===== src/rtl/vga_sync_gen_if.sv =====
// Bundle of pixel coordinates, frame pacing and pin-level sync signals
// produced by vga_sync_gen for the drawing stages and the VGA DAC.
interface vga_sync_gen_if;
  logic [10:0] pixelX;
  logic [10:0] pixelY;
  logic        displayEn;
  logic        startOfFrame;
  logic [7:0]  frameCount;
  logic        vgaHSyncN;
  logic        vgaVSyncN;
  logic        vgaBlankN;

  modport master (
    output pixelX, pixelY, displayEn, startOfFrame, frameCount,
           vgaHSyncN, vgaVSyncN, vgaBlankN
  );

  modport slave (
    input  pixelX, pixelY, displayEn, startOfFrame, frameCount,
           vgaHSyncN, vgaVSyncN, vgaBlankN
  );
endinterface


===== src/rtl/vga_sync_gen.sv =====
// VGA pixel-timing generator: horizontal/vertical counters, frame pacing and
// sync/blank pins delayed to line up with the registered RGB of the drawers.
module vga_sync_gen #(
  parameter int H_VISIBLE  = 640,
  parameter int H_FRONT    = 16,
  parameter int H_SYNC     = 96,
  parameter int H_BACK     = 48,
  parameter int V_VISIBLE  = 480,
  parameter int V_FRONT    = 10,
  parameter int V_SYNC     = 2,
  parameter int V_BACK     = 33,
  parameter int PIPE_DELAY = 1   // legal range 1..4
) (
  input  logic            clk,
  input  logic            resetN,
  vga_sync_gen_if.master  vga
);

  localparam int H_TOTAL = H_VISIBLE + H_FRONT + H_SYNC + H_BACK;
  localparam int V_TOTAL = V_VISIBLE + V_FRONT + V_SYNC + V_BACK;

  localparam logic [10:0] H_LAST     = 11'(H_TOTAL - 1);
  localparam logic [10:0] V_LAST     = 11'(V_TOTAL - 1);
  localparam logic [10:0] H_VIS      = 11'(H_VISIBLE);
  localparam logic [10:0] V_VIS      = 11'(V_VISIBLE);
  localparam logic [10:0] HS_FIRST   = 11'(H_VISIBLE + H_FRONT);
  localparam logic [10:0] HS_LAST    = 11'(H_VISIBLE + H_FRONT + H_SYNC - 1);
  localparam logic [10:0] VS_FIRST   = 11'(V_VISIBLE + V_FRONT);
  localparam logic [10:0] VS_LAST    = 11'(V_VISIBLE + V_FRONT + V_SYNC - 1);

  typedef struct packed {
    logic hsync_n;
    logic vsync_n;
    logic blank_n;
  } pins_t;

  localparam pins_t PINS_IDLE = '{hsync_n: 1'b1, vsync_n: 1'b1, blank_n: 1'b0};

  logic [10:0] h_count;
  logic [10:0] v_count;
  logic [7:0]  frame_count;
  logic        h_wrap;
  logic        v_wrap;
  logic        display_en;
  pins_t       pins_now;
  pins_t       chain [PIPE_DELAY];

  assign h_wrap = (h_count == H_LAST);
  assign v_wrap = (v_count == V_LAST);

  // NOTE: sequential state uses non-blocking assignments so every register
  // samples the pre-edge values of the others, independent of statement order.
  always_ff @(posedge clk or negedge resetN) begin
    if (!resetN) begin
      h_count     <= '0;
      v_count     <= '0;
      frame_count <= '0;
    end else begin
      h_count <= h_wrap ? 11'd0 : h_count + 11'd1;
      if (h_wrap) begin
        v_count <= v_wrap ? 11'd0 : v_count + 11'd1;
        if (v_wrap) begin
          frame_count <= frame_count + 8'd1;
        end
      end
    end
  end

  always_comb begin
    display_en       = (h_count < H_VIS) && (v_count < V_VIS);
    pins_now.hsync_n = !((h_count >= HS_FIRST) && (h_count <= HS_LAST));
    pins_now.vsync_n = !((v_count >= VS_FIRST) && (v_count <= VS_LAST));
    pins_now.blank_n = display_en;
  end

  // NOTE: every stage of the delay chain is reset, so a reset mid-pulse can
  // never let a stale sync level drain out to the pins afterwards.
  always_ff @(posedge clk or negedge resetN) begin
    if (!resetN) begin
      for (int i = 0; i < PIPE_DELAY; i++) begin
        chain[i] <= PINS_IDLE;
      end
    end else begin
      chain[0] <= pins_now;
      for (int i = 1; i < PIPE_DELAY; i++) begin
        chain[i] <= chain[i-1];
      end
    end
  end

  assign vga.pixelX       = h_count;
  assign vga.pixelY       = v_count;
  assign vga.displayEn    = display_en;
  assign vga.startOfFrame = (h_count == 11'd0) && (v_count == 11'd0);
  assign vga.frameCount   = frame_count;
  assign vga.vgaHSyncN    = chain[PIPE_DELAY-1].hsync_n;
  assign vga.vgaVSyncN    = chain[PIPE_DELAY-1].vsync_n;
  assign vga.vgaBlankN    = chain[PIPE_DELAY-1].blank_n;

endmodule


===== src/flat_wrapper.sv =====
// flat-port wrapper written by rule: the top's interface ports become plain ports
module vga_sync_gen_flat 
#(
  parameter int H_VISIBLE  = 640,
  parameter int H_FRONT    = 16,
  parameter int H_SYNC     = 96,
  parameter int H_BACK     = 48,
  parameter int V_VISIBLE  = 480,
  parameter int V_FRONT    = 10,
  parameter int V_SYNC     = 2,
  parameter int V_BACK     = 33,
  parameter int PIPE_DELAY = 1                      
)
  (clk, resetN, vga_pixelX, vga_pixelY, vga_displayEn, vga_startOfFrame, vga_frameCount, vga_vgaHSyncN, vga_vgaVSyncN, vga_vgaBlankN);
  vga_sync_gen_if vga_i ();
  input  logic clk;
  input  logic resetN;
  output wire logic [$bits(vga_i.pixelX)-1:0] vga_pixelX;
  output wire logic [$bits(vga_i.pixelY)-1:0] vga_pixelY;
  output wire logic [$bits(vga_i.displayEn)-1:0] vga_displayEn;
  output wire logic [$bits(vga_i.startOfFrame)-1:0] vga_startOfFrame;
  output wire logic [$bits(vga_i.frameCount)-1:0] vga_frameCount;
  output wire logic [$bits(vga_i.vgaHSyncN)-1:0] vga_vgaHSyncN;
  output wire logic [$bits(vga_i.vgaVSyncN)-1:0] vga_vgaVSyncN;
  output wire logic [$bits(vga_i.vgaBlankN)-1:0] vga_vgaBlankN;
  assign vga_pixelX = vga_i.pixelX;
  assign vga_pixelY = vga_i.pixelY;
  assign vga_displayEn = vga_i.displayEn;
  assign vga_startOfFrame = vga_i.startOfFrame;
  assign vga_frameCount = vga_i.frameCount;
  assign vga_vgaHSyncN = vga_i.vgaHSyncN;
  assign vga_vgaVSyncN = vga_i.vgaVSyncN;
  assign vga_vgaBlankN = vga_i.vgaBlankN;
  vga_sync_gen #(.H_VISIBLE(H_VISIBLE), .H_FRONT(H_FRONT), .H_SYNC(H_SYNC), .H_BACK(H_BACK), .V_VISIBLE(V_VISIBLE), .V_FRONT(V_FRONT), .V_SYNC(V_SYNC), .V_BACK(V_BACK), .PIPE_DELAY(PIPE_DELAY)) u_core (.clk(clk), .resetN(resetN), .vga(vga_i));
endmodule

===== config.mk =====
export PLATFORM = sky130hd
export DESIGN_NAME = vga_sync_gen_flat
export DESIGN_NICKNAME = d
export VERILOG_FILES = /design/src/rtl/vga_sync_gen_if.sv /design/src/rtl/vga_sync_gen.sv /design/src/flat_wrapper.sv
export SDC_FILE = /design/constraint.sdc
export NUM_CORES = 1
export LEC_CHECK = 0
export CAP_MARGIN = 40
export CORE_MARGIN = 2
export CORE_UTILIZATION = 35
export CTS_CLUSTER_DIAMETER = 200
export CTS_CLUSTER_SIZE = 12
export DETAILED_ROUTE_END_ITERATION = 10
export DONT_BUFFER_PORTS = 1
export MAX_ROUTING_LAYER = met4
export SYNTH_ARGS = -nofsm -noshare
export SYNTH_HDL_FRONTEND = slang
export SYNTH_SLANG_ARGS = --single-unit
export TNS_END_PERCENT = 50

===== constraint.sdc =====
create_clock -name clk -period 4.2 [get_ports clk]
set_input_delay 0.63 -clock clk [delete_from_list [all_inputs] [get_ports clk]]
set_output_delay 0.63 -clock clk [all_outputs]
set_load 0.02 [all_outputs]

# == Word level (Yosys, flattened, before mapping) ==
# Cells that the tools add are included.
# word_totals
memories,0
rom_bits,0
reg_bits,33
ramBits,0
latchBits,0
word_cells,28
output_inout_bits,35
# op_classes
mux,2
eq_ne,2
multipliers,0
shifts,0
n_lt_le_gt_ge,6
addsub,3
div,0
bitwise_logic,0
reduce_logical,9
# op_table
cell,count
$add A11 B1 Y11 const B,2
$eq A11 B10 Y1 const B,2
$logic_not A11 Y1,2
$mux W11,2
$ge A11 B10 Y1 const B,1
$ge A11 B9 Y1 const B,1
$le A11 B10 Y1 const B,1
$le A11 B9 Y1 const B,1
$lt A11 B10 Y1 const B,1
$lt A11 B9 Y1 const B,1
$add A8 B1 Y8 const B,1
$logic_and A1 B1 Y1,4
$logic_not A1 Y1,2
$reduce_and A2 Y1,1

# == Logic depth before layout (Yosys ltp) ==
# logic_depth
ltp_word,3
depth_mapped,6
depth_no_buf,6

# == Worst setup path before layout ==
# No wires, ideal clock.
# synth_path
kind,register -> register
start,"reg u_core.h_count[5], in the netlist u_core.vga.pixelX[5]"
end,"reg u_core.frame_count[1], in the netlist u_core.vga.frameCount[1]"
setup_time_ns,0.128
period_less_slack_ns,2.181
t_arrival_ns,2.053
stages_incl_launch_ff,6
slack_ns,2.019
path_cell_list,dfrtp_1 buf_6 or4_4 or3_4 nor2_1 mux2_1
# synth_between
elab_chain_len,2
# synth_rtl
item,line,rtl
start: declaration,vga_sync_gen.sv:39,logic [10:0] h_count;
start signal: assignment,vga_sync_gen.sv:59,h_count <= h_wrap ? 11'd0 : h_count + 11'd1;
$eq A11 B10 Y1,vga_sync_gen.sv:48,assign h_wrap = (h_count == H_LAST);
$reduce_and A2 Y1 (no line),--,
end signal: assignment,vga_sync_gen.sv:63,frame_count <= frame_count + 8'd1;
end: declaration,vga_sync_gen.sv:41,logic [7:0] frame_count;
# No other way between the ends.
# A chain may end at the register's enable or synchronous reset.

# == Worst setup path in the final report ==
# layout_path
start,"reg u_core.v_count[6], in the netlist u_core.vga.pixelY[6]"
end,out vga_startOfFrame
# layout_between
elab_chain_len,2
# layout_rtl
item,line,rtl
start: declaration,vga_sync_gen.sv:40,logic [10:0] v_count;
start signal: assignment,vga_sync_gen.sv:61,v_count <= v_wrap ? 11'd0 : v_count + 11'd1;
$logic_not A11 Y1,vga_sync_gen.sv:94,assign vga.startOfFrame = (h_count == 11'd0) && (v_count == 11'd0);
$logic_and A1 B1 Y1,vga_sync_gen.sv:94,
end: declaration,flat_wrapper.sv:21,output wire logic [$bits(vga_i.startOfFrame)-1:0] vga_startOfFrame;
# No other way between the ends.

==> qor.csv <==
metric;value;unit
ys_warn_count;0;
num-fill-cells;477;
place_area;1770;µm²
syn2layout_area_growth;4.47;%
track_usage;0.150;
cts_tree;done;
drc;0;
slowest_delay;0.68;ns
die_w;75.0;µm
drt_iter0_markers;110;
period_minus_slack;2.66;ns
cp-end-kind;primary output;
internal_power;0.000430;W
critPathSlowestCell;nor4_1;
synth.net_count;177;
hold_viol_final;0;
ctsResizeCount;0;
fin_skew;0.00885;ns
worst_pin_slew;0.705;ns
ys_ff_latch;33;
combinationalPowerShare;0;
critPathKind;reg -> out;
slew_headroom;0.525;
cts_sinks;33;
final_cell_mix;dfrtp_1, nand3_1, xnor2_1;
whs;0.0306;ns
num_antenna_cells;0;
yosysTopAreaCell;dfrtp_1;
status;complete, no violations;
clockPowerShare;0.410;
setup_violations;0;
finalCritPeriodShare;0.634;
final_core_util;0.385;
max-vdd-ir-drop;0.112;mV
dr.pass1.iters;4;
multi_input_area;823;µm²
cp_cell_sequence;nor4_1, nand4_1, nor2_1;
routedWlPerCell;15.6;µm
nNetsFinal;178;
dp_hpwl;2620;µm
ant_nets;0;
max_cap_viol_count;0;
syn_inst;169;
layout.cells.most_common;dfrtp_1;
clk_latency;0.29;ns
drive_gt1_frac;0.0824;
die-area;5620;µm²
overflow;0;
fmax;376;MHz
antenna_found_initial;0;
cts_buffer_depth;2;
seq_power_share;0.590;
rows;25;
cp_max_fo;6;
rsz0062_at_grt;false;
synth_ff_type;dfrtp_1;
vias;1268;
tns;0;ns
dpl.cell_count;230;
sw_frac_of_total;0.202;
avgSynthCellArea;10.4;µm²
core-area;4790;µm²
cts_made_buffers;5;
power_density;293;nW/µm²
hp-class;in -> async;
gp_congestion;0.862;
start_util;0.369;
async_reset_ff_frac;1.00;
worstPathRequired;3.57;ns
synth.distinct_cells;38;
wirelength;3690;µm
port_buffers;0;
final_area;1840;µm²
synth_top_area_share;0.440;
viasPerCell;5.35;
p_leak;0.797;nW
synth_edf_count;0;
post_cts_buffers;0;
pin_count;37;
grt_pass1_wl;6050;µm
power_switching;0.000109;W
worstSetupStartpointType;flop;
clkTransAtPathRegs;0.07;ns
cts_hold_buf;0;
layout.area.seq;828;µm²
seq_area_frac_synth;0.470;
chipHeight;75.0;µm
arrival;2.03;ns
grt_max_degree;34;
synth_area;1760;µm²
yosys-top-cells-area;dfrtp_1, xnor2_1, nand3_1;
grt_pass1_vias;1220;
final_cells;237;
cts_root_buffer;clkbuf_8;
h-tree-depth;2;
slew_violations;0;
path summary, 6_finish.rpt:
kind,startpoint,to,slack (ns),cells past startpoint
worst max register to register,u_core.vga.pixelX[0],u_core.vga.frameCount[1],1.91,5
max in group asynchronous,resetN,u_core.vga.vgaHSyncN,3.99,0
worst min-delay path,resetN,u_core.vga.frameCount[1],0.03,0
min in group clk,u_core.vga.frameCount[7],u_core.vga.frameCount[7],0.62,1
worst max-delay path,u_core.vga.pixelY[6],vga_startOfFrame,1.54,3
worst min register to register,u_core.vga.frameCount[7],u_core.vga.frameCount[7],0.62,1
layer usage:
metal	routed length (µm)	global-route usage
met5	0	-
met4	56	0.0536
met3	284	0.0643
met2	1720	0.214
met1	1630	0.190
critical path, delay by kind of cell, from the launching register on:
kind,cells,cell delay [ns]
DFF,1,0.51
and+or+nand+nor,3,1.23
cell usage after synthesis (all sizes together), types with 3 or more instances:
master and count:
dfrtp 31, nand3 18, xnor2 12, nor2 10, nor3 10, nand2 9, o21ai 9, inv 8
nand4 8, xor2 8, nor4 7, ha 6, and3 4, clkbuf 4, and4 3, or3 3
state kept, by name, summed over array words and instances (netlist names):
| signal | count |
|---|---|
| u_core.vga.pixelX | 11 |
| u_core.vga.pixelY | 11 |
| u_core.vga.frameCount | 8 |
| u_core.vga.vgaBlankN | 1 |
| u_core.vga.vgaHSyncN | 1 |
| u_core.vga.vgaVSyncN | 1 |
stage by stage:
step	total power, W	setup WS (ns)
6_report	0.000539	1.54
5_1_grt	0.000564	1.42
4_1_cts	0.000549	1.50
3_5_place_dp	0.000324	1.82
3_3_place_gp	0.000324	1.80
2_1_floorplan	0.000324	2.02
layout make-up:
type	instances	area share
Tap cell	67	0.0455
Clock inverter	1	0.00272
Sequential cell	33	0.449
Multi-Input combinational cell	122	0.447
Clock buffer	6	0.0394
Inverter	8	0.0163
power groups by stage:
stage | Combinational, W | Clock, W | Sequential (W)
6_report | 0.000000000321 | 0.000221 | 0.000318
3_5_place_dp | 0.000000000321 | 0 | 0.000324
4_1_cts | 0.000000000321 | 0.000231 | 0.000318
2_1_floorplan | 0.000000000362 | 0 | 0.000324
5_1_grt | 0.000000000321 | 0.000247 | 0.000318
3_3_place_gp | 0.000000000321 | 0 | 0.000324
cells by family after synthesis:
logic type | Yosys count | share of synthesized area
AOI/OAI and AO/OA | 16 | 0.0525
xor gates and xnor gates | 20 | 0.0993
adders and majority gates | 6 | 0.0426
buffers and inverters | 14 | 0.0638
DFF | 33 | 0.470
muxes | 2 | 0.0121
and+or+nand+nor | 78 | 0.260
Power figures use the tool's default switching activity.
